### config.mk
export PLATFORM = sky130hd
export DESIGN_NAME = inst_fetch_stage_flat
export DESIGN_NICKNAME = d
export VERILOG_FILES = /design/src/rtl/cpu_defs_pkg.sv /design/src/rtl/inst_fetch_stage_if.sv /design/src/rtl/inst_fetch_stage_next_pc_sel.sv /design/src/rtl/inst_fetch_stage.sv /design/src/flat_wrapper.sv
export SDC_FILE = /design/constraint.sdc
export NUM_CORES = 1
export LEC_CHECK = 0
export CAP_MARGIN = 0
export CORE_ASPECT_RATIO = 1.75
export CORE_MARGIN = 2
export CORE_UTILIZATION = 35
export DETAILED_ROUTE_END_ITERATION = 8
export PLACE_DENSITY_LB_ADDON = 0.12
export SKIP_LAST_GASP = 1
export SYNTH_ARGS = -nofsm -noshare
export SYNTH_HDL_FRONTEND = slang
export SYNTH_SLANG_ARGS = --single-unit
### constraint.sdc
create_clock -name clk -period 12.73 [get_ports clk]
set_clock_uncertainty 0.1 [all_clocks]
set_input_delay 3.1825 -clock clk [delete_from_list [all_inputs] [get_ports clk]]
set_output_delay 3.1825 -clock clk [all_outputs]
set_load 0.1 [all_outputs]
### src/rtl/cpu_defs_pkg.sv
// rtl/cpu_defs_pkg.sv - shared CPU constants for the fetch stage
package cpu_defs;

    localparam int          ADDR_W   = 6;
    localparam int          CNT_W    = 16;
    localparam logic [31:0] PC_RESET = 32'h0000_0001;
    localparam logic [31:0] NOP_WORD = 32'h0000_0000;

    localparam logic [5:0] OP_JUMP = 6'b010010;
    localparam logic [5:0] OP_BEQ  = 6'b000100;
    localparam logic [5:0] OP_BNE  = 6'b000101;
    localparam logic [5:0] OP_ADDI = 6'b001000;

    typedef enum logic [1:0] {
        SEL_REDIRECT = 2'd0,
        SEL_HOLD     = 2'd1,
        SEL_JUMP     = 2'd2,
        SEL_SEQ      = 2'd3
    } pc_sel_e;

    function automatic logic [5:0] opcode_of(input logic [31:0] inst);
        return inst[31:26];
    endfunction

endpackage

### src/rtl/inst_fetch_stage_if.sv
// rtl/inst_fetch_stage_if.sv - instruction ROM request/response bus
interface inst_fetch_stage_if
    import cpu_defs::*;
#(
    parameter int AW = ADDR_W
);
    logic [AW-1:0] rom_addr;
    logic [31:0]   rom_inst;

    modport master (output rom_addr, input rom_inst);
    modport slave  (input rom_addr, output rom_inst);
endinterface

### src/rtl/inst_fetch_stage_next_pc_sel.sv
// rtl/inst_fetch_stage_next_pc_sel.sv - next-PC priority mux and IF/ID load controls
module next_pc_sel
    import cpu_defs::*;
#(
    parameter logic [5:0] JUMP_OP = OP_JUMP
) (
    input  logic [31:0] pc,
    input  logic [31:0] rom_inst,
    input  logic        stall,
    input  logic        redirect_en,
    input  logic [31:0] redirect_pc,
    output logic [31:0] pc_next,
    output logic [31:0] pc_plus1,
    output logic        load,
    output logic        bubble,
    output pc_sel_e     sel
);

    always_comb begin
        pc_plus1 = pc + 32'd1;
        pc_next  = pc;
        load     = 1'b0;
        bubble   = 1'b0;
        sel      = SEL_SEQ;

        // Redirect outranks stall: the stalled instruction is on the wrong path anyway.
        if (redirect_en) begin
            sel = SEL_REDIRECT;
        end else if (stall) begin
            sel = SEL_HOLD;
        end else if (opcode_of(rom_inst) == JUMP_OP) begin
            sel = SEL_JUMP;
        end

        case (sel)
            SEL_REDIRECT: begin
                pc_next = redirect_pc;
                load    = 1'b1;
                bubble  = 1'b1;
            end
            SEL_HOLD: begin
                pc_next = pc;
            end
            SEL_JUMP: begin
                pc_next = {pc_plus1[31:26], rom_inst[25:0]};
                load    = 1'b1;
            end
            default: begin
                pc_next = pc_plus1;
                load    = 1'b1;
            end
        endcase
    end

endmodule

### src/rtl/inst_fetch_stage.sv
// rtl/inst_fetch_stage.sv - IF stage: PC, ROM addressing and IF/ID pipeline register
module inst_fetch_stage
    import cpu_defs::*;
#(
    parameter int          AW         = ADDR_W,
    parameter logic [31:0] PC_RST_VAL = PC_RESET,
    parameter logic [5:0]  JUMP_OP    = OP_JUMP,
    parameter int          CW         = CNT_W
) (
    input  logic                clk,
    input  logic                rst,
    input  logic                stall,
    input  logic                redirect_en,
    input  logic [31:0]         redirect_pc,
    inst_fetch_stage_if.master  rom,
    output logic [31:0]         pc,
    output logic [31:0]         if_id_inst,
    output logic [31:0]         if_id_pc,
    output logic                if_id_valid,
    output logic [CW-1:0]       fetch_count
);

    logic [31:0]   pc_q, pc_d;
    logic [31:0]   if_id_inst_q, if_id_inst_d;
    logic [31:0]   if_id_pc_q, if_id_pc_d;
    logic          if_id_valid_q, if_id_valid_d;
    logic [CW-1:0] fetch_count_q, fetch_count_d;

    logic [31:0] pc_next;
    logic [31:0] pc_plus1;
    logic        load;
    logic        bubble;
    pc_sel_e     sel;

    next_pc_sel #(
        .JUMP_OP (JUMP_OP)
    ) u_next_pc_sel (
        .pc          (pc_q),
        .rom_inst    (rom.rom_inst),
        .stall       (stall),
        .redirect_en (redirect_en),
        .redirect_pc (redirect_pc),
        .pc_next     (pc_next),
        .pc_plus1    (pc_plus1),
        .load        (load),
        .bubble      (bubble),
        .sel         (sel)
    );

    always_comb begin
        pc_d          = pc_next;
        if_id_inst_d  = if_id_inst_q;
        if_id_pc_d    = if_id_pc_q;
        if_id_valid_d = if_id_valid_q;
        fetch_count_d = fetch_count_q;

        if (load) begin
            if (bubble) begin
                if_id_inst_d  = NOP_WORD;
                if_id_pc_d    = 32'd0;
                if_id_valid_d = 1'b0;
            end else begin
                if_id_inst_d  = rom.rom_inst;
                if_id_pc_d    = pc_plus1;
                if_id_valid_d = 1'b1;
                if (!(&fetch_count_q)) begin
                    fetch_count_d = fetch_count_q + {{(CW-1){1'b0}}, 1'b1};
                end
            end
        end
    end

    always_ff @(posedge clk or posedge rst) begin
        if (rst) begin
            pc_q          <= PC_RST_VAL;
            if_id_inst_q  <= NOP_WORD;
            if_id_pc_q    <= 32'd0;
            if_id_valid_q <= 1'b0;
            fetch_count_q <= '0;
        end else begin
            pc_q          <= pc_d;
            if_id_inst_q  <= if_id_inst_d;
            if_id_pc_q    <= if_id_pc_d;
            if_id_valid_q <= if_id_valid_d;
            fetch_count_q <= fetch_count_d;
        end
    end

    // ROM read is zero-latency, so the address comes straight off the PC register.
    assign rom.rom_addr = pc_q[AW-1:0];
    assign pc           = pc_q;
    assign if_id_inst   = if_id_inst_q;
    assign if_id_pc     = if_id_pc_q;
    assign if_id_valid  = if_id_valid_q;
    assign fetch_count  = fetch_count_q;

endmodule
### src/flat_wrapper.sv
// flat-port wrapper written by rule: the top's interface ports become plain ports
module inst_fetch_stage_flat import cpu_defs::*;
#(
    parameter int          AW         = ADDR_W,
    parameter logic [31:0] PC_RST_VAL = PC_RESET,
    parameter logic [5:0]  JUMP_OP    = OP_JUMP,
    parameter int          CW         = CNT_W
)
  (clk, rst, stall, redirect_en, redirect_pc, pc, if_id_inst, if_id_pc, if_id_valid, fetch_count, rom_rom_addr, rom_rom_inst);
  inst_fetch_stage_if #(.AW(AW)) rom_i ();
  input  logic clk;
  input  logic rst;
  input  logic stall;
  input  logic redirect_en;
  input  logic [31:0] redirect_pc;
  output logic [31:0] pc;
  output logic [31:0] if_id_inst;
  output logic [31:0] if_id_pc;
  output logic if_id_valid;
  output logic [CW-1:0] fetch_count;
  output wire logic [$bits(rom_i.rom_addr)-1:0] rom_rom_addr;
  input wire logic [$bits(rom_i.rom_inst)-1:0] rom_rom_inst;
  assign rom_rom_addr = rom_i.rom_addr;
  assign rom_i.rom_inst = rom_rom_inst;
  inst_fetch_stage #(.AW(AW), .PC_RST_VAL(PC_RST_VAL), .JUMP_OP(JUMP_OP), .CW(CW)) u_core (.clk(clk), .rst(rst), .stall(stall), .redirect_en(redirect_en), .redirect_pc(redirect_pc), .rom(rom_i), .pc(pc), .if_id_inst(if_id_inst), .if_id_pc(if_id_pc), .if_id_valid(if_id_valid), .fetch_count(fetch_count));
endmodule
==> impl_metrics.tcl, run 1 <==
set metrics [dict create \
    hold_ws_ns 0.385 \
    synth-warning-count 0 \
    grt_max_degree 84 \
    cts.clk_slew.worst_paths_ns 0.06 \
    worst_pin_slew_ns 1.08 \
    syn_avg_cell_area_um2 9.46 \
    pin_count 187 \
    die_w_um 103 \
    p_per_area_mw_per_mm2 168 \
    areaGrowthSynthToFinish_pct 44.3 \
    rr_worst_depth 6 \
    async_reset_ff_frac 1.00 \
    final_util 0.512 \
    regArea_mm2 0.00283 \
    dr.pass1.iters 5 \
    gr-total-overflow 0 \
    p_total_uw 1440 \
    vias_per_cell 5.27 \
    slew_violations 0 \
    tns_ns 0 \
    multi_input_area_mm2 0.00288 \
    regToRegEndpoint "u_core.if_id_pc[20]" \
    die_area_mm2 0.0181 \
    antenna_found_initial 1 \
    cp_data_required_time_ns 12.98 \
    cts_resized 0 \
    totalWireLength_um 19800 \
    setup_viol 0 \
    cts_tree "yes" \
    gp_congestion 0.862 \
    clockRootBuffer "clkbuf_16" \
    portBuffers 186 \
    hold_violations 0 \
    ys.flop_type "dfrtp_1" \
    ctsHoldBuffers 0 \
    maxCapViolCount 0 \
    clockBufferDepth 2 \
    rr_startpoint "u_core.pc[0]" \
    timing.slew.headroom 0.264 \
    fp.dieH_um 176 \
    fmax_ghz 0.174 \
    crit_path_max_fanout 54 \
    cts_setup_buffers 0 \
    leakagePower_uw 0.00355 \
    path_class "in2reg" \
    start_util 0.354 \
    cts-htree-levels 4 \
    place_area_mm2 0.00795 \
    drt_iter0_markers 318 \
    min_path_type "reg2reg" \
    worstHoldStart "u_core.if_id_pc[25]" \
    synth_cell_types 59 \
    cp-start-kind "primary input" \
    drc 0 \
    synth-seq-cells 113 \
    period_minus_slack_ns 5.76 \
    post-dp-hpwl_um 14400 \
    synth-edff-count 0 \
    num-nets-final 868 \
    cts_buffers 17 \
    num_rows 63 \
    vias 5475 \
    syn-num-nets 700 \
    drt.antenna.violating_nets 0 \
    core_mm2 0.0168 \
    drive_above_1_share 0.0679 \
    first_global_vias 5544 \
    grt_pass1_wl_um 30800 \
    fin_crit_sh 0.452 \
    fill_cells 1579 \
    rsz0062_at_grt "no" \
    cp.arrival_ns 6.01 \
    avgRoutedWirePerCell_um 19.0 \
    worst_hold_path.endpoint "u_core.if_id_pc[25]" \
    status "finished, final reports clean" \
    ys_seq_area_frac 0.475 \
    worstSkewPairLatency_ns 0.41 \
    track_usage 0.224 \
    syn_inst 629 \
    max-vdd-ir-drop_uv 136 \
    end_kind "register" \
    hold_path_depth 2 \
    netlist_area_mm2 0.00595 \
    r2r_slack_ns 10.04 \
    cts.sinks 113 \
    design_area_mm2 0.00859 \
]
## cell families (layout without fill, tap and decap cells)
kind of cell | Yosys count | count (layout) | synth area share
flip-flops | 113 | 113 | 0.475
other | 0 | 1 | 0
adder cells (fa/ha/maj) | 3 | 3 | 0.00631
XOR/XNOR | 48 | 48 | 0.0706
buffers and inverters | 56 | 237 | 0.0404
multiplexers | 39 | 39 | 0.0662
AO/OA/AOI/OAI | 129 | 129 | 0.143
AND/OR/NAND/NOR | 241 | 241 | 0.198
## cells in the mapped netlist (8+ instances only)
master	number	area share
a211oi_1	14	0.018
a21oi_1	30	0.025
a31oi_1	8	0.0084
clkbuf_1	29	0.018
dfrtp_1	112	0.47
inv_1	10	0.0063
mux2i_1	36	0.061
nand2_1	65	0.041
nand3_1	30	0.025
nand4_1	14	0.015
nor2_1	76	0.048
nor2b_1	8	0.0084
nor3_1	8	0.0067
o21ai_0	24	0.020
xnor2_1	26	0.038
xor2_1	22	0.032
## layer usage
| layer | vias to the layer above | routed length, um | global-route usage |
|---|---|---|---|
| met2 | 210 | 10100 | 0.376 |
| met1 | 2652 | 7790 | 0.268 |
| met5 | - | 0 | 0 |
| met3 | 43 | 1360 | 0.0590 |
| met4 | 0 | 534 | 0.0894 |
| li1 | 2570 | - | - |
## where the power goes
| group | internal, uW | switching (uW) |
|---|---|---|
| logic | 124 | 369 |
| clock network | 329 | 175 |
| registers | 395 | 47.5 |
| total | 848 | 592 |
## how the worst max path moves through the flow
stage	start	end	depth (start not counted)	slack [ns]
detailed placement	stall	u_core.pc[17]	9	6.58
floorplan	rst	u_core.fetch_count[0]	1	6.46
finish	stall	u_core.pc[17]	9	6.97
global route	stall	u_core.pc[17]	9	6.75
CTS	stall	u_core.pc[17]	9	7.00
global placement	stall	u_core.fetch_count[13]	7	6.67
## stage by stage
stage / setup WS, ns / instances
2_1_floorplan: 6.46 / 629
3_3_place_gp: 6.67 / 1005
3_5_place_dp: 6.58 / 1005
4_1_cts: 7.00 / 1037
5_1_grt: 6.75 / 1038
6_report: 6.97 / 1038
## sequential cells by signal, indices dropped and copies added, names as in the netlist
signal	cells
u_core.pc	32
u_core.fetch_count	16
u_core.if_id_inst	32
u_core.if_id_valid	1
u_core.if_id_pc	32
## worst max-delay path: stages
cell and delay, ns:
buf_4 0.29, buf_4 0.59, clkinv_1 0.56, buf_4 0.40, nor2_1 0.14, buf_4 0.30
a21oi_1 0.11, a31oi_1 0.24, o22a_1 0.15
## layout make-up
class | count | share of cell area
Clock inverter | 11 | 0.0179
Clock buffer | 21 | 0.0559
Tap cell | 227 | 0.0331
Sequential cell | 113 | 0.329
Multi-Input combinational cell | 460 | 0.336
Antenna cell | 1 | 0.000291
Inverter | 12 | 0.00554
Timing Repair Buffer | 193 | 0.222
## cell usage in the layout (no fill, tap or decap), types with 4 or more instances in the layout
cell type	count
a31oi_1	8
a22oi_1	4
and4_1	5
nor4_1	7
clkdlybuf4s50_1	184
o21ai_0	24
clkbuf_16	17
nor3_1	8
a21oi_1	30
inv_1	9
buf_4	9
o211ai_1	4
dfrtp_1	112
xor2_1	22
a211oi_1	14
and3_1	6
clkinvlp_4	5
nor2b_1	8
nand4_1	14
o22ai_1	6
and2_1	6
nand3_1	30
nand2_1	65
nor2_1	76
o21a_1	7
mux2i_1	36
xnor2_1	26
a22o_1	5
o221ai_1	6
clkbuf_8	4
Power figures use the tool's default switching activity.
==> inputs of run 2 (changes only) <==
==> constraint.sdc (replaced) <==
create_clock -name clk -period 5 [get_ports clk]
set_clock_uncertainty 0.1 [all_clocks]
set_input_delay 1.25 -clock clk [delete_from_list [all_inputs] [get_ports clk]]
set_output_delay 1.25 -clock clk [all_outputs]
set_load 0.1 [all_outputs]
==> impl_metrics.tcl, run 2 (synthesis results as in run 1) <==
set metrics [dict create \
    tns_ns 0 \
    worst_pin_slew_ns 1.06 \
    die_w_um 103 \
    gr-total-overflow 0 \
    cts_buffers 17 \
    leakagePower_uw 0.00356 \
    drt.antenna.violating_nets 0 \
    drt_iter0_markers 320 \
    antenna_found_initial 0 \
    mostFrequentLayoutCells "clkdlybuf4s50_1, dfrtp_1, nor2_1" \
    drive_above_1_share 0.0700 \
    cts_tree "yes" \
    max-vdd-ir-drop_uv 485 \
    num_rows 63 \
    track_usage 0.226 \
    avgRoutedWirePerCell_um 19.3 \
    cp.arrival_ns 2.22 \
    clockBufferDepth 2 \
    fin_crit_sh 0.714 \
    timing.slew.headroom 0.274 \
    first_global_vias 5551 \
    cp_slowest_stage_delay_ns 1.24 \
    post-dp-hpwl_um 14600 \
    end_kind "output port" \
    fp.dieH_um 176 \
    core_mm2 0.0168 \
    final_util 0.512 \
    min_path_type "reg2reg" \
    cts.clk_slew.worst_paths_ns 0.05 \
    cts_resized 0 \
    fmax_ghz 0.280 \
    areaGrowthSynthToFinish_pct 44.5 \
    setup_viol 0 \
    cp_data_required_time_ns 3.65 \
    maxCapViolCount 0 \
    hold_violations 0 \
    clockRootBuffer "clkbuf_16" \
    path_cells "clkdlybuf4s50_1" \
    die_area_mm2 0.0181 \
    worstSkewPairLatency_ns 0.41 \
    critPathSlowestCell "clkdlybuf4s50_1" \
    period_minus_slack_ns 3.57 \
    hold_ws_ns 0.384 \
    start_util 0.354 \
    num-nets-final 872 \
    grt_pass1_wl_um 31100 \
    fill_cells 1586 \
    crit_path_max_fanout 9 \
    pin_count 187 \
    gp_congestion 0.910 \
    dr.pass1.iters 5 \
    critPathTopFamily "buffers and inverters" \
    slew_violations 0 \
    cts.sinks 113 \
    path_class "reg2out" \
    rsz0062_at_grt "no" \
    antenna_cells 0 \
    cts_setup_buffers 0 \
    drc 0 \
    vias_per_cell 5.32 \
    path_buf_inv 1 \
    p_per_area_mw_per_mm2 424 \
    cts-htree-levels 4 \
    vias 5542 \
    status "finished, final reports clean" \
    grt_max_degree 83 \
    layout_commonest_cell "clkdlybuf4s50_1" \
    ctsHoldBuffers 0 \
    portBuffers 186 \
    totalWireLength_um 20100 \
    cp-start-kind "register" \
]
run 2: cell count changes in the layout (fill, tap and decap cells not counted):
cell        delta
buf_4          +4
clkinv_4       -3
clkbuf_1       +2
clkinv_2       +2
clkinvlp_4     -1
diode_2        -1
run 2: cell type report:
type                       count  area, um^2  area share
clock inverter                 9         130      0.0151
inverter                      12        47.5     0.00553
tap                          227         284      0.0330
sequential                   113        2830       0.329
multi-input combinational    460        2880       0.335
timing repair buffer         197        1940       0.226
clock buffer                  23         488      0.0567
run 2: where the power goes:
group          switching [uW]  internal, uW
sequential                126          1010
clock                     426           835
combinational             940           318
total                    1490          2160
run 2: per-stage QoR:
stage                     cell area (um^2)  power, uW  std cells  setup slack [ns]
after detailed placement              7980       2410       1009              1.10
after CTS                             8600       3680       1041              1.41
final                                 8600       3650       1041              1.43
after global routing                  8600       3780       1041              1.31
after global placement                7980       2400       1009              1.19
after floorplan                       5950       2050        629             0.664
run 2: per-layer routing:
layer	routed length [um]	GRT usage	vias to the layer above	share of wire
met1	7840	0.271	2716	0.39
met4	516	0.0789	0	0.026
li1	-	-	2581	-
met3	1190	0.0435	29	0.059
met5	0	0	-	0
met2	10500	0.395	216	0.52
run 2: path summary, 6_finish.rpt:
kind / cells past startpoint / slack [ns] / to / from
max in group asynchronous: 3 / 2.58 / u_core.if_id_pc[31] / rst
worst max register to register: 6 / 2.30 / u_core.if_id_pc[20] / u_core.pc[0]
worst min register to register: 1 / 0.38 / u_core.if_id_valid / u_core.if_id_valid
min in group asynchronous: 2 / 1.33 / u_core.if_id_inst[27] / rst
worst max-delay path: 1 / 1.43 / pc[11] / u_core.pc[11]
worst min-delay path: 1 / 0.38 / u_core.if_id_valid / u_core.if_id_valid
==> inputs of run 3 (changes only) <==
==> constraint.sdc (replaced) <==
create_clock -name clk -period 2.95 [get_ports clk]
set_clock_uncertainty 0.1 [all_clocks]
set_input_delay 0.7375 -clock clk [delete_from_list [all_inputs] [get_ports clk]]
set_output_delay 0.7375 -clock clk [all_outputs]
set_load 0.1 [all_outputs]
==> impl_metrics.tcl, run 3 (synthesis results as in run 1) <==
set metrics [dict create \
    status "finished, final reports clean" \
    cp.arrival_ns 2.71 \
    vias 5572 \
    p_total_uw 6090 \
    timing.slew.headroom 0.529 \
    gp_congestion 0.893 \
    track_usage 0.228 \
    avgRoutedWirePerCell_um 19.1 \
    ctsHoldBuffers 0 \
    maxCapViolCount 0 \
    totalWireLength_um 20300 \
    layout_commonest_cell "buf_4" \
    rsz0062_at_grt "no" \
    first_global_vias 5610 \
    clockRootBuffer "clkbuf_16" \
    end_kind "register" \
    cp_slowest_stage_delay_ns 0.61 \
    antenna_found_initial 0 \
    cts_resized 0 \
    cts-htree-levels 4 \
    num-nets-final 892 \
    pin_count 187 \
    areaGrowthSynthToFinish_pct 42.2 \
    dr.pass1.iters 5 \
    fmax_ghz 0.393 \
    fp.dieH_um 176 \
    hold_violations 0 \
    grt_max_degree 52 \
    cts.clk_slew.worst_paths_ns 0.05 \
    critPathSlowestCell "or4_1" \
    core_mm2 0.0168 \
    max-vdd-ir-drop_uv 710 \
    min_path_type "reg2reg" \
    cts_tree "yes" \
    path_class "reg2reg" \
    start_util 0.354 \
    cts_buffers 17 \
    worstSkewPairLatency_ns 0.42 \
    grt_pass1_wl_um 31300 \
    path_cells "buf_4 > ha_1 > nand4_1 > or4_1 > nor4_1 > xnor2_1 > o21ai_0" \
    worst_pin_slew_ns 0.701 \
    p_per_area_mw_per_mm2 719 \
    cp_data_required_time_ns 3.12 \
    cts.sinks 113 \
    portBuffers 186 \
    fin_crit_sh 0.863 \
    num_rows 63 \
    cts_setup_buffers 0 \
    period_minus_slack_ns 2.55 \
    crit_path_max_fanout 8 \
    vias_per_cell 5.25 \
    die_w_um 103 \
    drt_iter0_markers 312 \
    drt.antenna.violating_nets 0 \
    post-dp-hpwl_um 15200 \
    gr-total-overflow 0 \
    tns_ns 0 \
    slew_violations 0 \
    drc 0 \
    setup_viol 0 \
    drive_above_1_share 0.235 \
    antenna_cells 0 \
    leakagePower_uw 0.00383 \
    clockBufferDepth 2 \
    cp-start-kind "register" \
    die_area_mm2 0.0181 \
    mostFrequentLayoutCells "buf_4, dfrtp_1, nor2_1" \
]
-- run 3: cell types whose count changed in the layout (fill, tap and decap cells not counted), sizes merged --
cell,delta
clkinv,+3
buf,+139
clkdlybuf4s50,-119
clkbuf,-2
inv,-1
-- run 3: final timing paths --
kind	from	end	cells past startpoint	slack [ns]
max in group asynchronous	rst	u_core.if_id_inst[24]	3	1.50
max	u_core.pc[0]	u_core.pc[26]	7	0.40
min	u_core.if_id_valid	u_core.if_id_valid	1	0.39
min reg2reg	u_core.if_id_valid	u_core.if_id_valid	1	0.39
max reg2reg	u_core.pc[0]	u_core.pc[26]	7	0.40
min in group asynchronous	rst	u_core.if_id_inst[19]	2	0.58
-- run 3: critical path, delay by kind of cell, from the launching register on --
family	cells	cell delay, ns
xor gates and xnor gates	1	0.16
adders and majority gates	1	0.17
DFF	1	0.53
and+or+nand+nor	3	1.19
AOI/OAI and AO/OA	1	0.09
buffers and inverters	1	0.16
-- run 3: power by group --
part	leakage, uW	switching [uW]	internal, uW	total, uW
Clock	0.000283	731	1340	2070
Sequential	0.00144	202	1700	1910
Combinational	0.00210	1610	502	2110
-- run 3: area by class of cell --
| class | instances | area [um^2] |
|---|---|---|
| clock buffers | 21 | 450 |
| multi-input cells | 460 | 2880 |
| clock inverters | 11 | 138 |
| flip-flops and latches | 113 | 2830 |
| fillers | 1607 | 8330 |
| well taps | 227 | 284 |
| repair buffers | 217 | 1830 |
| inverters | 12 | 48.8 |
-- run 3: layer usage --
layer	GRT usage	routed length, um	share of wire	vias up
li1	-	-	-	2624
met1	0.270	7830	0.39	2708
met2	0.392	10700	0.53	206
met3	0.0566	1250	0.062	34
met4	0.0850	503	0.025	0
met5	0	0	0	-
-- run 3: per-stage QoR --
stage / util / hold WS (ns) / cells / area [um^2] / worst slack, ns
3_3_place_gp: 0.469 / 0.381 / 1029 / 7870 / 0.0265
5_1_grt: 0.504 / 0.404 / 1061 / 8460 / 0.298
6_report: 0.504 / 0.389 / 1061 / 8460 / 0.405
2_1_floorplan: - / 0.749 / 629 / 5960 / 0.0137
4_1_cts: 0.504 / 0.402 / 1061 / 8460 / 0.401
3_5_place_dp: 0.469 / 0.389 / 1029 / 7870 / 0.0160
==> edit 1, RTL diff (flow settings as in run 1) <==
Set the package constant `ADDR_W` to 7 (it was 6).
--- a/src/rtl/cpu_defs_pkg.sv
+++ b/src/rtl/cpu_defs_pkg.sv
@@ -3,3 +3,3 @@
 
-    localparam int          ADDR_W   = 6;
+    localparam int          ADDR_W   = 7;
     localparam int          CNT_W    = 16;
Interface: changed (resized rom_rom_addr); port bits go from 187 to 188. The function was not compared with the original's and may differ.
==> edit 1 against run 1 <==
- setup slack worse by 270 ps
- wire length up 0.13%
- total power down 3.0%
- clock power down 8.9%
- final area down 0.54%
- via count up 0.38%
- sequential cell count unchanged
- synthesized area up 0.13%
- largest power group is now combinational logic
==> edit 1: results (changes against run 1) <==
[status]
status = completed  ; unchanged

[yosys]
yosys-top-cells-area = dfrtp_1 47%, mux2i_1 6.0%, nor2_1 4.8%  ; was dfrtp_1 47%, mux2i_1 6.1%, nor2_1 4.8%
muxShareOfSynthArea_pct = 6.61  ; was 6.62%
synth-compound-area-share_pct = 14.3  ; about the same
synthAdderAreaFrac_pct = 0.630  ; was 0.631%
synth_fp_nets = 701  ; was 700
ys_seq_area_share_pct = 47.5  ; about the same
synth-xor-area-share_pct = 7.06  ; about the same

[global_route]
grt_pass1_vias = 5619  ; was 5544
grt_pass1_wl_mm = 30.7  ; was 30.8 mm
grt_max_degree = 65  ; was 84
grtUsageMet3_pct = 6.25  ; was 5.90%
grt_usage_pct = 22.3  ; was 22.4%
globalRouteMet2Util_pct = 37.6  ; about the same

[drt]
wl_met1_mm = 7.53  ; was 7.79 mm
wl_met3_mm = 1.28  ; was 1.36 mm
drt_iter0_drc = 317  ; was 318
viasPerCell = 5.29  ; was 5.27
wl_met2_mm = 10.4  ; was 10.1 mm
wl_per_cell_um = 19.0  ; about the same

[worst_setup_path]
critPathCapture = u_core.fetch_count[12]  ; was u_core.pc[17]
critPathMaxStageDelay_ps = 930  ; was 590 ps
cp_max_fo = 64  ; was 54
cp.arrival_ps = 6250  ; was 6010 ps
worstReg2RegEnd = u_core.if_id_pc[20]  ; unchanged
r2r_slack_ps = 10060  ; was 10040 ps
startpoint = redirect_en  ; was stall
slowest_stage = clkinv_1  ; was buf_4

[power]
combPwrFrac_pct = 35.5  ; was 34.3%
power_frac_seq_pct = 31.6  ; was 30.7%
cellLeakagePower_nw = 3.53  ; was 3.55 nW
intPower_mw = 0.796  ; was 0.848 mW
vdd_drop_max_uv = 177  ; was 136 uV

[hold_path]
min_from = u_core.if_id_pc[22]  ; was u_core.if_id_pc[25]
hold-path-endpoint = u_core.if_id_pc[22]  ; was u_core.if_id_pc[25]

[placed_design]
port_buffers = 187  ; was 186
place.gp.congestion = 0.885  ; was 0.862
dp_hpwl_mm = 14.5  ; was 14.4 mm

[cells_and_area]
nNetsFinal = 870  ; was 868
layout-drive-gt1-share_pct = 6.77  ; was 6.79%
antenna_cells = 0  ; was 1
fill_cells = 1604  ; was 1579

[timing]
worstMarginPinSlew_ps = 1170  ; was 1080 ps

## edit 1: cell types whose count changed in the layout (fill, tap and decap cells not counted), sizes merged
| cell | change |
|---|---|
| clkbuf | -2 |
| clkdlybuf4s50 | +1 |
| diode | -1 |
| inv | +3 |
| clkinv | +2 |
| bufinv | -2 |
| buf | +1 |
| clkinvlp | -1 |
## edit 1: through the flow
step / instances / area (um^2) / hold slack (ps) / setup slack, ps
after floorplan: 630 / 5960 / 749 / 6460
after global placement: 1007 / 7970 / 367 / 6430
after detailed placement: 1007 / 7970 / 379 / 6300
after CTS: 1039 / 8540 / 391 / 6710
after global routing: 1039 / 8540 / 431 / 6490
final: 1039 / 8540 / 394 / 6700
## edit 1: cell type report
cell class	instances	area, um^2	share of cell area (%)
multi-input cells	460	2880	33.7
clock buffers	19	443	5.19
inverters	12	47.5	0.557
flip-flops and latches	113	2830	33.1
clock inverters	13	130	1.52
repair buffers	195	1930	22.6
well taps	227	284	3.33
==> edit 2, RTL diff (flow settings as in run 1) <==
Made on the original files. Reset style: synchronous (`rst`), changed in one clocked block.
--- a/src/rtl/inst_fetch_stage.sv
+++ b/src/rtl/inst_fetch_stage.sv
@@ -72,3 +72,3 @@
 
-    always_ff @(posedge clk or posedge rst) begin
+    always_ff @(posedge clk) begin
         if (rst) begin
Check against the original RTL: differs if rst is asserted again (counterexample within 4 cycles, from zero or initial values and one cycle with rst high); with rst held inactive, the same outputs for 10 cycles.
==> edit 2 against run 1 <==
- hold slack got worse by 43 ps
- final area decreased by 2.9%
- sequential cell count unchanged
- critical path type unchanged
- largest cell class unchanged
- core utilization decreased by 0.23 points
- synthesized area decreased by 2.3%
- non-clock buffer count decreased by 1
- wire length increased by 3.1%
- register-to-register slack about the same
- setup slack improved by 130 ps
- fmax increased by 2.4%
Power is not compared: it rests on default switching activity, and its combinational part moved more than twofold at a synthesized area within 25%.
==> edit 2: results (changes against run 1) <==
[global_route]
grtUsageMet3_pct = 5.03  ; was 5.90%

[yosys]
ys.flop_type = dfxtp_1  ; was dfrtp_1
synthTopCellsByCount = 113 x dfxtp_1, 77 x nor2_1, 69 x nand2_1  ; was 112 x dfrtp_1, 76 x nor2_1, 65 x nand2_1
yosys-top-cells-area = dfxtp_1 39%, mux2i_1 7.2%, xnor2_1 5.4%  ; was dfrtp_1 47%, mux2i_1 6.1%, nor2_1 4.8%
ys_seq_area_share_pct = 38.9  ; was 47.5%
syn_avg_cell_area_um2 = 8.38  ; was 9.46 um^2
synth-xor-area-share_pct = 6.17  ; was 7.06%
synth_cell_types = 64  ; was 59
synth_top_area_share_pct = 38.9  ; was 47.1%
synth_fp_nets = 765  ; was 700

[drt]
drt_iter0_drc = 307  ; was 318
wl_met3_mm = 1.23  ; was 1.36 mm
wl_met2_mm = 11.0  ; was 10.1 mm

[cells_and_area]
multi_input_area_mm2 = 0.00318  ; was 0.00288 mm^2
fill_cells = 1564  ; was 1579
buf_share_pct = 22.7  ; was 22.2%
antenna_cells = 0  ; was 1
layout-drive-gt1-share_pct = 8.25  ; was 6.79%
n_all_buffers = 192  ; was 193

[placed_design]
dpl_worst_slack_ps = 6730  ; was 6580 ps

[status]
status = completed  ; unchanged

[hold_path]
hold-path-endpoint = u_core.if_id_pc[29]  ; was u_core.if_id_pc[25]
min_from = u_core.if_id_pc[29]  ; was u_core.if_id_pc[25]

[worst_setup_path]
r2r-start = u_core.pc[5]  ; was u_core.pc[0]
slowest_stage = nor2_1  ; was buf_4

## edit 2: cell types whose count changed after synthesis, sizes merged, moves of 10 or more
cell | run 1 | this run
a21oi | 30 | 45
buf | 15 | 27
dfrtp | 112 | 0
dfxtp | 0 | 113
o21ai | 24 | 44
xnor2 | 26 | 36
xor2 | 22 | 5
## edit 2: worst reg2reg max path, cell delays in order, from the launching register on
cell      delay (ps)
dfxtp_1          590
and4_2           400
nand3_1          440
or4_4            710
xor2_1           170
a211oi_2         210
## edit 2: how the worst max path moves through the flow
stage	start	to	slack, ps	cells past startpoint
2_1_floorplan	u_core.pc[3]	rom_rom_addr[3]	7920	1
3_3_place_gp	stall	u_core.pc[21]	6790	7
6_report	stall	u_core.pc[19]	7110	7
5_1_grt	stall	u_core.pc[21]	6810	7
4_1_cts	stall	u_core.pc[19]	7130	7
3_5_place_dp	stall	u_core.pc[19]	6730	7
